`src/rtl/uart_pkg.sv`:
```
// Shared UART definitions: baud divisor table, FSM states, frame constants.
// Used by receiver_uart and transmitter_uart.
package uart_pkg;

   localparam int FRAME_BITS = 11;
   localparam int OVERSAMPLE = 16;
   localparam int DATA_BITS  = 8;
   localparam int DIV_W      = 14;

   typedef enum logic [2:0] {
      IDLE   = 3'd0,
      START  = 3'd1,
      DATA   = 3'd2,
      PARITY = 3'd3,
      STOP   = 3'd4
   } uart_state_t;

   // Clocks per 16x sample tick at 50 MHz
   function automatic logic [DIV_W-1:0] baud_div(input logic [2:0] sel);
      logic [DIV_W-1:0] d;
      case (sel)
         3'b000:  d = 14'd10417;
         3'b001:  d = 14'd2604;
         3'b010:  d = 14'd651;
         3'b011:  d = 14'd326;
         3'b100:  d = 14'd163;
         3'b101:  d = 14'd81;
         3'b110:  d = 14'd54;
         default: d = 14'd27;
      endcase
      return d;
   endfunction

endpackage

```
`src/rtl/baud_controller.sv`:
```
// 16x oversample tick generator; one-clk sample_ENABLE pulse every baud_div(baud_select) clks.
module baud_controller
   import uart_pkg::*;
(
   input  logic       clk,
   input  logic       reset,
   input  logic [2:0] baud_select,
   input  logic       enable,
   output logic       sample_ENABLE
);

   logic [DIV_W-1:0] cnt;
   logic [DIV_W-1:0] div;

   assign div = baud_div(baud_select);

   // >= so a switch to a shorter divisor cannot strand the counter above its wrap point
   always_ff @(posedge clk or posedge reset) begin
      if (reset) begin
         cnt           <= '0;
         sample_ENABLE <= 1'b0;
      end else if (!enable) begin
         cnt           <= '0;
         sample_ENABLE <= 1'b0;
      end else if (cnt >= div - DIV_W'(1)) begin
         cnt           <= '0;
         sample_ENABLE <= 1'b1;
      end else begin
         cnt           <= cnt + DIV_W'(1);
         sample_ENABLE <= 1'b0;
      end
   end

endmodule

```
`src/rtl/receiver_uart.sv`:
```
// UART receiver: 8 data bits, even parity, 1 stop, 16x oversampling.
// Optional RX_MAJORITY_EN: 2-of-3 vote over ticks 6,7,8 instead of a single tick-7 sample.
module receiver_uart
   import uart_pkg::*;
(
   input  logic       clk,
   input  logic       reset,
   input  logic [2:0] baud_select,
   input  logic       Rx_EN,
   input  logic       RxD,
   output logic [7:0] Rx_DATA,
   output logic       Rx_VALID,
   output logic       Rx_PERROR,
   output logic       Rx_FERROR
);

   localparam logic [3:0] LAST_TICK = 4'(OVERSAMPLE - 1);
`ifdef RX_MAJORITY_EN
   localparam logic [3:0] SAMPLE_TICK = 4'd8;
`else
   localparam logic [3:0] SAMPLE_TICK = 4'd7;
`endif

   uart_state_t state;
   logic        rx_s1, rx_sync;
   logic [2:0]  baud_q;
   logic        tick;
   logic [3:0]  tick_cnt, tick_nxt;
   logic [2:0]  bit_cnt;
   logic [7:0]  shift;
   logic        perr;
   logic        brk;
   logic        bit_val;
   logic        sample;

   always_ff @(posedge clk or posedge reset) begin
      if (reset) begin
         rx_s1   <= 1'b1;
         rx_sync <= 1'b1;
      end else begin
         rx_s1   <= RxD;
         rx_sync <= rx_s1;
      end
   end

   // Rate is only re-latched between frames so a mid-frame change cannot skew bit timing
   always_ff @(posedge clk or posedge reset) begin
      if (reset)
         baud_q <= 3'b000;
      else if (state == IDLE)
         baud_q <= baud_select;
   end

   baud_controller u_baud (
      .clk           (clk),
      .reset         (reset),
      .baud_select   (baud_q),
      .enable        (Rx_EN),
      .sample_ENABLE (tick)
   );

   // tick_cnt holds the index of the last tick seen; the entry tick of START is tick 0
   assign tick_nxt = tick_cnt + 4'd1;
   assign sample   = (tick_nxt == SAMPLE_TICK);

`ifdef RX_MAJORITY_EN
   logic [1:0] early;

   always_ff @(posedge clk or posedge reset) begin
      if (reset)
         early <= 2'b11;
      else if (tick && state != IDLE) begin
         if (tick_nxt == 4'd6) early[1] <= rx_sync;
         if (tick_nxt == 4'd7) early[0] <= rx_sync;
      end
   end

   assign bit_val = (early[1] & early[0]) | (early[1] & rx_sync) | (early[0] & rx_sync);
`else
   assign bit_val = rx_sync;
`endif

   always_ff @(posedge clk or posedge reset) begin
      if (reset) begin
         state     <= IDLE;
         tick_cnt  <= '0;
         bit_cnt   <= '0;
         shift     <= '0;
         perr      <= 1'b0;
         brk       <= 1'b0;
         Rx_DATA   <= 8'h00;
         Rx_VALID  <= 1'b0;
         Rx_PERROR <= 1'b0;
         Rx_FERROR <= 1'b0;
      end else begin
         Rx_VALID <= 1'b0;
         if (!Rx_EN) begin
            state    <= IDLE;
            tick_cnt <= '0;
            bit_cnt  <= '0;
         end else if (tick) begin
            tick_cnt <= tick_nxt;
            case (state)
               IDLE: begin
                  tick_cnt <= '0;
                  // After a framing error the line must be seen high before a new start is accepted
                  if (brk) begin
                     if (rx_sync) brk <= 1'b0;
                  end else if (!rx_sync) begin
                     state <= START;
                  end
               end
               START: begin
                  if (sample && bit_val) begin
                     state    <= IDLE;
                     tick_cnt <= '0;
                  end else if (tick_nxt == LAST_TICK) begin
                     state   <= DATA;
                     bit_cnt <= '0;
                  end
               end
               DATA: begin
                  if (sample)
                     shift <= {bit_val, shift[7:1]};
                  if (tick_nxt == LAST_TICK) begin
                     bit_cnt <= bit_cnt + 3'd1;
                     if (bit_cnt == 3'(DATA_BITS - 1))
                        state <= PARITY;
                  end
               end
               PARITY: begin
                  if (sample)
                     perr <= ^{shift, bit_val};
                  if (tick_nxt == LAST_TICK)
                     state <= STOP;
               end
               STOP: begin
                  if (sample) begin
                     Rx_DATA   <= shift;
                     Rx_PERROR <= perr;
                     Rx_FERROR <= !bit_val;
                     Rx_VALID  <= !perr && bit_val;
                     brk       <= !bit_val;
                     state     <= IDLE;
                     tick_cnt  <= '0;
                  end
               end
               default: begin
                  state    <= IDLE;
                  tick_cnt <= '0;
               end
            endcase
         end
      end
   end

endmodule

```
`config.mk`:
```
export PLATFORM = sky130hd
export DESIGN_NAME = receiver_uart
export DESIGN_NICKNAME = d
export VERILOG_FILES = /design/src/rtl/uart_pkg.sv /design/src/rtl/baud_controller.sv /design/src/rtl/receiver_uart.sv
export SDC_FILE = /design/constraint.sdc
export NUM_CORES = 1
export LEC_CHECK = 0
export CORE_AREA = 3 3 85 87
export DETAILED_ROUTE_END_ITERATION = 10
export DIE_AREA = 0 0 88 90
export GPL_TIMING_DRIVEN = 1
export PLACE_DENSITY_LB_ADDON = 0.25
export SETUP_SLACK_MARGIN = 0.05
export SYNTH_ARGS = -nofsm -noshare
export SYNTH_HDL_FRONTEND = slang
export SYNTH_SLANG_ARGS = --single-unit
```
`constraint.sdc`:
```
create_clock -name clk -period 2.92 [get_ports clk]
set_clock_uncertainty 0.1 [all_clocks]
set_input_delay 0.584 -clock clk [delete_from_list [all_inputs] [get_ports clk]]
set_output_delay 0.584 -clock clk [all_outputs]
set_load 0.005 [all_outputs]
```
# --- Word-level counts from Yosys, hierarchy flattened ---
# Cells that the tools add are included.
totals:
  latch_bits: 0
  elab_cells: 95
  regBits: 51
  mem_count: 0
  ram_bits: 0
  out_inout_bits: 11
  mem_bits_ro: 0
  input_bits: 7
classes:
  multipliers: 0
  n_lt_le_gt_ge: 1
  n_shift: 0
  n_div: 0
  n_addsub: 4
  reduce_logical: 15
  n_eq_ne: 25
  bitwise_logic: 0
  mux: 35
op_table:
  columns: ["cell", "n"]
  rows:
  - ["14-bit case mux with 7 select lines", 1]
  - ["3-bit two-way mux", 15]
  - ["14-bit two-way mux", 2]
  - ["3-bit != test (second input constant)", 8]
  - ["4-bit two-way mux", 4]
  - ["4-bit AND reduction", 4]
  - ["3-bit equality test (second input constant)", 5]
  - ["3-bit case mux with 5 select lines", 1]
  - ["14-bit by 1-bit adder with 14-bit output (second input constant)", 1]
  - ["14-bit >= comparator", 1]
  - ["14-bit by 1-bit subtractor with 14-bit output (second input constant)", 1]
  - ["3-bit by 2-bit equality test with 1-bit output (second input constant)", 4]
  - ["4-bit case mux with 3 select lines", 1]
  - ["1-bit two-way mux", 9]
  - ["9-bit parity", 1]
  - ["8-bit AND reduction", 1]
  - ["3-bit by 1-bit equality test with 1-bit output (second input constant)", 2]
  - ["3-bit zero test", 2]
  - ["3-bit case mux with 2 select lines", 1]
  - ["5-bit AND reduction", 1]
  - ["4-bit by 1-bit adder with 4-bit output (second input constant)", 1]
  - ["4-bit by 3-bit equality test with 1-bit output (second input constant)", 1]
  - ["4-bit equality test (second input constant)", 1]
  - ["4-bit != test (second input constant)", 1]
  - ["other kinds (9)", 11]

# --- Depth between registers and ports, before layout ---
# Gate-level depths: netlist of run 1.
logic_depth:
  ltp_word: 7
  depth_mapped: 12
  mapped_depth_nobuf: 10

# --- Hierarchy ---
# A second synthesis of run 1 with hierarchy kept.
hier_totals:
  cells_unflattened: 290
  area_unflattened_um2: 2990.4
by_module_without_submodules:
  columns: ["mod", "seq_area_each_um2", "area_each_um2", "n_inst", "cells_each"]
  rows:
  - ["receiver_uart", 903.4, 1845.5, 1, 162]
  - ["baud_controller", 375.4, 1144.8, 1, 128]

# --- Worst setup path after synthesis of run 1 ---
# Ideal clock, no wire load.
synth_path:
  kind: "reg-to-reg"
  startpoint: "register baud_q[1]"
  endpoint: "register u_baud.cnt[10]"
  n_path_buf: 2
  stages_incl_launch_ff: 13
  t_arrival_ns: 2.595
  setup_time_ns: 0.086
  slack_ns: 0.139
  period_less_slack_ns: 2.781
  path_cell_list: "dfrtp_1 -> clkbuf_1 -> nand2_1 -> mux2i_1 -> ha_1 -> a21o_1 -> a21oi_1 -> ha_1 -> a21oi_1 -> o221ai_1 -> a221o_1 -> clkbuf_1 -> nor3_1"
synth_between:
  elab_chain_cells: 6
  word_cells_on_any_way: 12
synth_lines:
  columns: ["item", "line", "text"]
  rows:
  - ["start: declaration", "receiver_uart.sv:26", "logic [2:0] baud_q;"]
  - ["start signal: assignment", "receiver_uart.sv:51", "baud_q <= baud_select;"]
  - ["3-bit equality test (tied with other cells)", "uart_pkg.sv:21", "case (sel)"]
  - ["14-bit case mux with 7 select lines (*)", "uart_pkg.sv:21", null]
  - ["14-bit by 1-bit subtractor with 14-bit output (*)", "baud_controller.sv:25", "end else if (cnt >= div - DIV_W'(1)) begin"]
  - ["14-bit >= comparator (*)", "baud_controller.sv:25", null]
  - ["14-bit two-way mux (*)", "baud_controller.sv:25", null]
  - ["14-bit two-way mux (*)", "baud_controller.sv:22", "end else if (!enable) begin"]
  - ["end signal: assignment", "baud_controller.sv:29", "cnt <= cnt + DIV_W'(1);"]
  - ["end: declaration", "baud_controller.sv:12", "logic [DIV_W-1:0] cnt;"]
# Mark *: on every way between the ends. The rest lies on a longest branch, timed or not.
# A chain may end at the register's enable or synchronous reset.

# --- Worst setup path after layout of run 1 ---
layout_path:
  startpoint: "register baud_q[2]"
  endpoint: "register u_baud.sample_ENABLE"
layout_between:
  elab_chain_cells: 6
  word_cells_on_any_way: 12
layout_lines:
  columns: ["item", "line", "text"]
  rows:
  - ["3-bit equality test (tied with other cells)", "uart_pkg.sv:21", null]
  - ["14-bit case mux with 7 select lines (*)", "uart_pkg.sv:21", null]
  - ["14-bit by 1-bit subtractor with 14-bit output (*)", "baud_controller.sv:25", null]
  - ["14-bit >= comparator (*)", "baud_controller.sv:25", null]
  - ["1-bit two-way mux (*)", "baud_controller.sv:25", null]
  - ["1-bit two-way mux (*)", "baud_controller.sv:22", null]
  - ["end signal: assignment", "baud_controller.sv:21", "sample_ENABLE <= 1'b0;"]
  - ["end signal: assignment", "baud_controller.sv:24", "sample_ENABLE <= 1'b0;"]
  - ["end signal: assignment", "baud_controller.sv:27", "sample_ENABLE <= 1'b1;"]
  - ["end: declaration", "baud_controller.sv:9", "output logic sample_ENABLE"]
# Marked as above.

==> results.yml, run 1 <==
run_status:
  outcome: "complete, no violations"
drt:
  final_antenna_net_count: 0
  wirelength_microns: 5860
  firstDrtPassIters: 4
  wl_per_cell_microns: 15.3
  routed_via_density: 5.73
  vias: 2187
  dr.first_iter.drc_count: 86
  route.detailed.drc: 0
die:
  die_area_sq_mm: 0.00792
  core_area_sq_mm: 0.00642
  initial_core_util_pct: 45.5
  rows: 29
  die_w_microns: 88
  die_y_microns: 90
  pin_count: 18
global_routing:
  grt_pass1_vias: 2062
  grt_pass1_wl_microns: 9800
  overflow: 0
  grt_max_degree: 52
  antenna_found_initial: 0
  grt_usage_pct: 15.3
clock_tree:
  cts_hold_buf: 0
  cts_inserted_buffers: 5
  clk_path_buf_depth: 2
  clockRootBuffer: "clkbuf_8"
  clkSinkCount: 51
  clkLatencyLatePin_ps: 310
  cts_tree: "yes"
  clkTransAtPathRegs_ps: 100
  ctsHtreeMaxLevel: 2
sta:
  max-slew-margin-rel_pct: 52.4
  drv_slew: 0
  fin_crit_sh_pct: 94.3
  fmax_mhz: 363
  setup_viol: 0
  worstMarginPinSlew_ps: 707
  fin_setup_tns_ps: 0
  rsz0062_at_grt: "no"
  hold_viol: 0
  period_minus_slack_ps: 2750
power:
  power.density_mw_per_mm2: 376
  peakVddDrop_mv: 0.192
  leakage_nw: 1.53
place:
  gp_congestion: 0.826
  hpwlAfterDp_microns: 3910
  io_buffers: 17
setup_path:
  cp_max_fo: 8
  critical_path_required_ps: 3030
  start_kind: "register"
  worstSetupEndpointType: "register"
  path_class: "register to register"
  cp.arrival_ps: 2860
finish:
  diodes: 0
  regArea_sq_mm: 0.00128
  final_core_util_pct: 53.0
  final_nets: 331
  layout-drive-gt1-share_pct: 20.0
  multi_input_area_sq_mm: 0.00163
  syn2layout_area_growth_pct: 16.5
  fill_cells: 561
synth:
  ys_types: 55
  ys.warnings.count: 0
  synth-seq-cells: 51
  ys_seq_area_share_pct: 43.7
  synthArstFlopShare_pct: 100
  synthFlopType: "dfrtp_1"
  syn_area_per_cell_sq_um: 10.4
  netlist_area_sq_mm: 0.00293
  syn-instance-count: 281
  synth-edff-count: 0
hold_path:
  hold_class: "register to register"
run:
  drv_cap: 0
## cell type report
type	instances	share of cell area [%]
clock inverters	3	0.845
clock buffers	5	2.02
multi-input cells	207	47.8
well taps	77	2.83
repair buffers	27	7.57
inverters	12	1.32
flip-flops and latches	51	37.6
## cells in the mapped netlist, types with 3 or more instances
library cell  count  area share [%]
dfrtp_1          49              42
ha_1             20             8.6
mux2_2           19             7.3
nand2_1          19             2.4
nor3_1           18             3.1
nand3_1          14             2.4
xnor2_1          14             4.2
clkbuf_1         12             1.5
inv_1            12             1.5
a21oi_1          11             1.9
xor2_1           11             3.3
nor2_1           10             1.3
o21ai_0           8             1.4
nand4_1           5             1.1
a21o_1            4             1.0
nand2b_1          3            0.64
o22ai_1           3            0.64
or3_1             3            0.64
## flip-flops by register name, indices dropped and copies added, names as in the netlist
register              count
Rx_DATA                   8
Rx_FERROR                 1
Rx_PERROR                 1
Rx_VALID                  1
baud_q                    3
bit_cnt                   3
bit_val                   1
brk                       1
perr                      1
rx_s1                     1
shift                     8
state                     3
tick_cnt                  4
u_baud.cnt               14
u_baud.sample_ENABLE      1
## worst max-delay path, cell delays in order, from the launching register on
cell and delay, ps:
dfrtp_2 460, buf_12 140, buf_4 130, nand2b_1 170, o21a_1 130, ha_1 300, a21o_1 200, a21oi_2 160
o221ai_2 120, a221o_2 530, o21a_1 200
## metal layers
layer  GRT usage, %  wire (microns)  up-vias
li1               -               -     1063
met1           22.0            2780     1063
met2           22.3            2730       50
met3           3.11             241       11
met4           6.39             101        0
met5              0               0        -
## worst paths after layout
kind                       startpoint              endpoint  slack, ps  depth (start not counted)
setup / recovery            baud_q[2]  u_baud.sample_ENABLE        170                         10
hold / removal                  rx_s1               bit_val        260                          0
setup reg to reg            baud_q[2]  u_baud.sample_ENABLE        170                         10
hold reg to reg                 rx_s1               bit_val        260                          0
max in group asynchronous       reset             baud_q[2]       1620                          3
min in group asynchronous       reset             Rx_PERROR        640                          3
## repair_timing
item | 4_1_cts | 5_1_grt
gates resized for setup | 1 | 15
setup endpoints to repair | 14 | 15
buffers inserted | 0 | 5
pin swaps | 0 | 2
gates cloned | 0 | 1
## stage by stage
| step | power, mW | std cells | setup slack (ps) | hold WS (ps) | area, sq um |
|---|---|---|---|---|---|
| finish | 1.28 | 382 | 167 | 262 | 3410 |
| global placement | 0.836 | 368 | 134 | 247 | 3180 |
| CTS | 1.28 | 376 | 71.4 | 263 | 3280 |
| detailed placement | 0.840 | 368 | 12.8 | 248 | 3180 |
| global route | 1.34 | 382 | 77.8 | 271 | 3410 |
| floorplan | 0.805 | 282 | 139 | 245 | 2930 |
## where the power goes
group	internal [mW]	total (mW)	switching [mW]
sequential	0.715	0.727	0.0127
clock	0.178	0.438	0.260
combinational	0.0507	0.114	0.0636
total	0.943	1.28	0.337
## cells in the final DEF, fill, tap and decap left out, types with 3 or more instances in the layout
cell,Yosys,routed
a21o_1,4,4
a21oi_1,11,9
buf_4,0,9
clkbuf_8,0,5
clkdlybuf4s50_1,0,17
dfrtp_1,49,47
ha_1,20,18
inv_1,12,10
mux2_2,19,19
nand2_1,19,19
nand2b_1,3,3
nand3_1,14,14
nand4_1,5,5
nor2_1,10,10
nor3_1,18,12
nor3_2,0,6
o21ai_0,8,8
o22ai_1,3,3
or3_1,3,3
xnor2_1,14,14
xor2_1,11,11
## cell families (layout without fill, tap and decap cells)
logic type / after synthesis / after routing / synth area share [%]
and+or+nand+nor: 90 / 90 / 16.9
DFF: 51 / 51 / 43.7
AOI/OAI and AO/OA: 48 / 49 / 12.0
xor gates and xnor gates: 25 / 25 / 7.49
buffers and inverters: 25 / 47 / 3.25
muxes: 21 / 21 / 8.04
adders and majority gates: 20 / 20 / 8.55
other: 1 / 2 / 0.128
Note: power is estimated with default switching activity, not from simulation.
==> inputs of run 2 (changes only) <==
TNS_END_PERCENT = 5   (was unset)
==> results.yml, run 2 (synthesis results as in run 1) <==
place:
  hpwlAfterDp_microns: 3910
  io_buffers: 17
  placed_cell_area_sq_mm: 0.00318
  gp_congestion: 0.826
hold_path:
  hold_class: "register to register"
  holdPathEnd: "bit_val"
  holdCritStartpoint: "rx_s1"
  hold_depth: 0
setup_path:
  path_class: "register to register"
  worst_path_largest_cell_delay_ps: 530
  reg2reg_depth: 10
  r2r_start: "baud_q[0]"
  path_cells: "inv_2, mux2i_2, ha_2, a21o_1, a21oi_1, ha_1, a21oi_2, o221ai_2, a221o_2, o21a_1"
  cp_slowest_cell: "a221o_2"
  rr_endpoint: "u_baud.sample_ENABLE"
  crit_family: "compound AO/OA/AOI/OAI gates"
  start_kind: "register"
  cp_num_buf_inv: 1
  r2r_slack_ps: 110
  cp.arrival_ps: 2920
  worstSetupEndpointType: "register"
  cp_max_fo: 8
  critical_path_required_ps: 3030
drt:
  routed_via_density: 5.71
  firstDrtPassIters: 4
  wirelength_microns: 5820
  dr.first_iter.drc_count: 94
  vias: 2165
  route.detailed.drc: 0
  wl_per_cell_microns: 15.3
  final_antenna_net_count: 0
power:
  internal_power_uw: 938
  peakVddDrop_mv: 0.192
  sw_frac_of_total_pct: 26.3
  power.density_mw_per_mm2: 379
  pwr-share-clk_pct: 34.5
  pwr-share-seq_pct: 57.2
  switchingPower_uw: 335
  leakage_nw: 1.51
  pwr-share-comb_pct: 8.3
finish:
  reg_top3: "u_baud.cnt (14), Rx_DATA (8), shift (8)"
  final_cell_mix: "dfrtp_1 (47), nand2_1 (19), mux2_2 (19), ha_1 (19), clkdlybuf4s50_1 (17)"
  diodes: 0
  syn2layout_area_growth_pct: 14.7
  final_nets: 328
  fill_cells: 567
  design_area_sq_mm: 0.00336
  largest_reg_flops: 14
  regMostFlops: "u_baud.cnt"
  layout_commonest_cell: "dfrtp_1"
  layout-drive-gt1-share_pct: 18.5
sta:
  fin_setup_tns_ps: 0
  fin_crit_sh_pct: 96.1
  hold_viol: 0
  drv_slew: 0
  rsz0062_at_grt: "yes"
  setup_viol: 0
  fmax_mhz: 356
  period_minus_slack_ps: 2810
  max-slew-margin-rel_pct: 52.0
  worstMarginPinSlew_ps: 715
global_routing:
  grt_max_degree: 52
  busiest_layer: "met2"
  grt_pass1_vias: 2062
  grt_use_met3_pct: 3.11
  overflow: 0
  use_met1_pct: 22.0
  grt_usage_pct: 15.3
  grt_pass1_wl_microns: 9800
  gr-usage-met2_pct: 22.3
  antenna_found_initial: 0
die:
  die_y_microns: 90
  initial_core_util_pct: 45.5
  die_area_sq_mm: 0.00792
  rows: 29
  core_area_sq_mm: 0.00642
  die_w_microns: 88
  pin_count: 18
clock_tree:
  cts_inserted_buffers: 5
  clkTransAtPathRegs_ps: 100
  clockRootBuffer: "clkbuf_8"
  cts_tree: "yes"
  clkSinkCount: 51
  ctsHtreeMaxLevel: 2
  cts_hold_buf: 0
  clkLatencyLatePin_ps: 310
  clk_path_buf_depth: 2
run_status:
  outcome: "complete, no violations"
run:
  drv_cap: 0
-- run 2: power by group through the flow --
stage | clock network (mW) | registers, mW | logic [mW]
6_report | 0.439 | 0.728 | 0.106
3_3_place_gp | 0 | 0.741 | 0.0953
4_1_cts | 0.456 | 0.727 | 0.0984
3_5_place_dp | 0 | 0.741 | 0.0984
5_1_grt | 0.483 | 0.730 | 0.122
2_1_floorplan | 0 | 0.732 | 0.0730
-- run 2: worst max path at each step --
stage	from	end	slack, ps	cells after the start
floorplan	baud_q[1]	u_baud.cnt[10]	140	12
global placement	baud_q[2]	u_baud.sample_ENABLE	130	10
detailed placement	baud_q[2]	u_baud.cnt[8]	10	10
CTS	baud_q[2]	u_baud.cnt[8]	70	10
global route	baud_q[0]	u_baud.sample_ENABLE	10	10
finish	baud_q[0]	u_baud.sample_ENABLE	110	10
-- run 2: through the flow --
stage / utilization, % / hold WS (ps) / power (mW) / cells / setup WS, ps
2_1_floorplan: - / 245 / 0.805 / 282 / 139
3_3_place_gp: 49.6 / 247 / 0.836 / 368 / 134
3_5_place_dp: 49.6 / 248 / 0.840 / 368 / 12.8
4_1_cts: 51.1 / 263 / 1.28 / 376 / 71.4
5_1_grt: 52.3 / 271 / 1.33 / 379 / 11.6
6_report: 52.3 / 262 / 1.27 / 379 / 114
-- run 2: final cells by class --
cell class,count,area [sq um],share of cell area (%)
Multi-Input combinational cell,207,1610,48.1
Clock inverter,3,28.8,0.858
Timing Repair Buffer,24,223,6.64
Inverter,12,45.0,1.34
Clock buffer,5,68.8,2.05
Sequential cell,51,1280,38.2
Tap cell,77,96.3,2.87
-- run 2: timing repair --
item / in CTS / in global routing
cloned: 0 / 1
buffers inserted: 0 / 2
setup endpoints to repair: 14 / 15
pin swaps: 0 / 2
gates resized for setup: 1 / 13
-- run 2: worst reg2reg max path: cells and delay by family, from the launching register on --
kind                       cells  cell delay (ps)
AOI/OAI and AO/OA              6             1200
adders and majority gates      2              560
DFF                            1              440
muxes                          1              270
buffers and inverters          1              140
-- run 2: metal layers --
metal  wire [microns]  vias up  share of wire [%]
li1                 -     1058                  -
met1             2820     1054                 49
met2             2650       40                 46
met3              213       13                3.7
met4              129        0                2.2
met5                0        -                  0
==> inputs of run 3 (changes only) <==
CAP_MARGIN = 20   (was unset)
==> results of run 3 <==
Same layout as run 2: the final DEF is identical, and so are final timing and power.
==> RTL edit: new RTL, config.mk and constraints of run 3 <==
Add a define of `RX_MAJORITY_EN`.
--- a/src/rtl/receiver_uart.sv
+++ b/src/rtl/receiver_uart.sv
@@ -1,5 +1,7 @@
 // UART receiver: 8 data bits, even parity, 1 stop, 16x oversampling.
 // Optional RX_MAJORITY_EN: 2-of-3 vote over ticks 6,7,8 instead of a single tick-7 sample.
+`define RX_MAJORITY_EN
+
 module receiver_uart
    import uart_pkg::*;
 (
Function: no difference found for any inputs over 10 cycles, from zero or initial values and one cycle with reset high; that may be too few to reach the edited logic, so the function may still have changed.
==> RTL edit against run 3 <==
  * Total power increased by 8.3%
  * Routed wire length decreased by 5.6%
  * Area after synthesis increased by 1.5%
  * Die area unchanged
  * Design area increased by 2.4%
  * Sequential cell count increased by 2
  * Largest power group unchanged
  * Non-clock buffer count increased by 4
  * Setup slack improved by 170 ps
==> RTL edit: results (changes against run 3) <==
Outcome
  – Status: finished clean

Worst hold path
  – Worst hold stages: 0 (unchanged)
  – Min-Delay Endpoint: rx_sync$_DFF_PP1_

Power
  – Clk pwr: 0.515 mW (+17%)
  – Peak supply drop: 240.2 uV (+25%)
  – Lkg Pwr: 1.586 nW (+4.7%)
  – Power Total: 1.378 mW (+8.3%)
  – Comb pwr share: 0.079 (-0.004)
  – P_sw: 0.3050 mW (-8.8%)

Placement
  – Placed cell count: 387 (+5.2%)
  – Routability cong.: 0.8238 (-0.30%)
  – Final HPWL DP: 4.035 mm (+3.1%)
  – Placed Instance Area: 0.003296 mm2 (+3.5%)
  – Placement Setup Slack: 111.7 ps (+98.86 ps)

Drt
  – Met2 WL: 2.486 mm (-6.2%)
  – WL/cell: 13.83 um (-9.9%)
  – DR iter-0 viols: 102 (+8.5%)
  – Metal-1 WL: 2.801 mm (-0.78%)
  – Vias per cell: 5.292 (-7.4%)
  – WL met3: 142 um (-33%)

Setup path
  – Max stage delay on crit path: 420 ps (-110 ps)
  – Slowest cell on the critical path: dfrtp_1
  – RR Endpoint: u_baud.cnt[2]$_DFF_PP0_
  – Critical R2R Launch: baud_q[2]$_DFFE_PP0P_
  – Reg2Reg Depth: 13 (+3)
  – R2R setup slack: 280 ps (+170 ps)
  – Crit Path Max Fanout: 9 (+1)
  – Crit path DAT: 2770 ps (-150 ps)

Timing
  – Relative slew slack: 0.5505 (+0.03090)
  – Hold Slack: 259.6 ps (-1.967 ps)

Global route
  – Largest net degree at the start of global routing: 31 (-40%)
  – Number of global-route vias before repair: 2066 (+0.19%)
  – Busiest layer in global routing: met2
  – GRT Overall Usage: 0.1499 (-0.003311)
  – Met1 Use GR: 0.2145 (-0.005273)
  – M2 GR Usage: 0.2268 (+0.003769)
  – GR Util met3: 0.03291 (+0.001828)
  – Global-route wire length before repair: 9.666 mm (-1.3%)

Yosys
  – Top FF cell, synth: dfrtp_1
  – Ys async rst share: 1.000 (unchanged)
  – Synth top area cells: dfrtp_1, ha_1, mux2_2, xnor2_1, nor2_1
  – Seq/Total Area, Yosys: 0.4484 (+0.01125)
  – Most frequent cells after synthesis: dfrtp_1, nor2_1, nand2_1, ha_1, mux2_2
  – Yosys cell types: 44 (-20%)
  – Syn Area/Cell: 10.20 um2 (-2.0%)

Layout
  – Share of cells above drive strength 1: 0.1625 (-0.02293)
  – Nets: 347 (+5.8%)
  – Ant diodes: 0 (unchanged)
  – Final Non-Filler Cells: 397 (+4.7%)
  – Fill count: 570 (+0.53%)
==> RTL edit: changes by cell type after synthesis, moves of 4 or more <==
cell,before,now
clkbuf_1,12,8
nor3_1,18,4
o21ai_0,8,12
nand3_1,14,10
nand2_1,19,27
nor2_1,10,29
==> RTL edit: layout make-up <==
type / count / area [um2] / area share
clock buffer: 6 / 82.58 / 0.02403
clock inverter: 2 / 37.54 / 0.01092
inverter: 11 / 41.29 / 0.01202
multi-input combinational: 220 / 1582 / 0.4603
sequential: 53 / 1331 / 0.3875
tap: 77 / 96.34 / 0.02804
timing repair buffer: 28 / 265.3 / 0.07720
==> RTL edit: worst max-delay path by stage <==
stage	start	end	cells past startpoint
2_1_floorplan	baud_q[0]$_DFFE_PP0P_	u_baud.cnt[10]$_DFF_PP0_	14
3_3_place_gp	baud_q[2]$_DFFE_PP0P_	u_baud.cnt[12]$_DFF_PP0_	13
3_5_place_dp	baud_q[2]$_DFFE_PP0P_	u_baud.cnt[2]$_DFF_PP0_	13
4_1_cts	baud_q[2]$_DFFE_PP0P_	u_baud.cnt[2]$_DFF_PP0_	13
5_1_grt	baud_q[0]$_DFFE_PP0P_	u_baud.cnt[2]$_DFF_PP0_	14
6_report	baud_q[2]$_DFFE_PP0P_	u_baud.cnt[2]$_DFF_PP0_	13
==> RTL edit: what timing repair did <==
action                                  in CTS  in global routing
hold buffers                                 0                  0
setup buffers                                0                  1
resized for setup                            0                  3
endpoints found under the setup margin       0                 13
==> RTL edit: logic make-up after synthesis <==
kind of cell / count (synthesis) / synth area share
AOI/OAI and AO/OA: 50 / 0.1117
other: 1 / 0.001263
adders and majority gates: 21 / 0.08849
buffers and inverters: 20 / 0.02570
and+or+nand+nor: 96 / 0.1576
xor gates and xnor gates: 25 / 0.07375
muxes: 25 / 0.09313
DFF: 53 / 0.4484
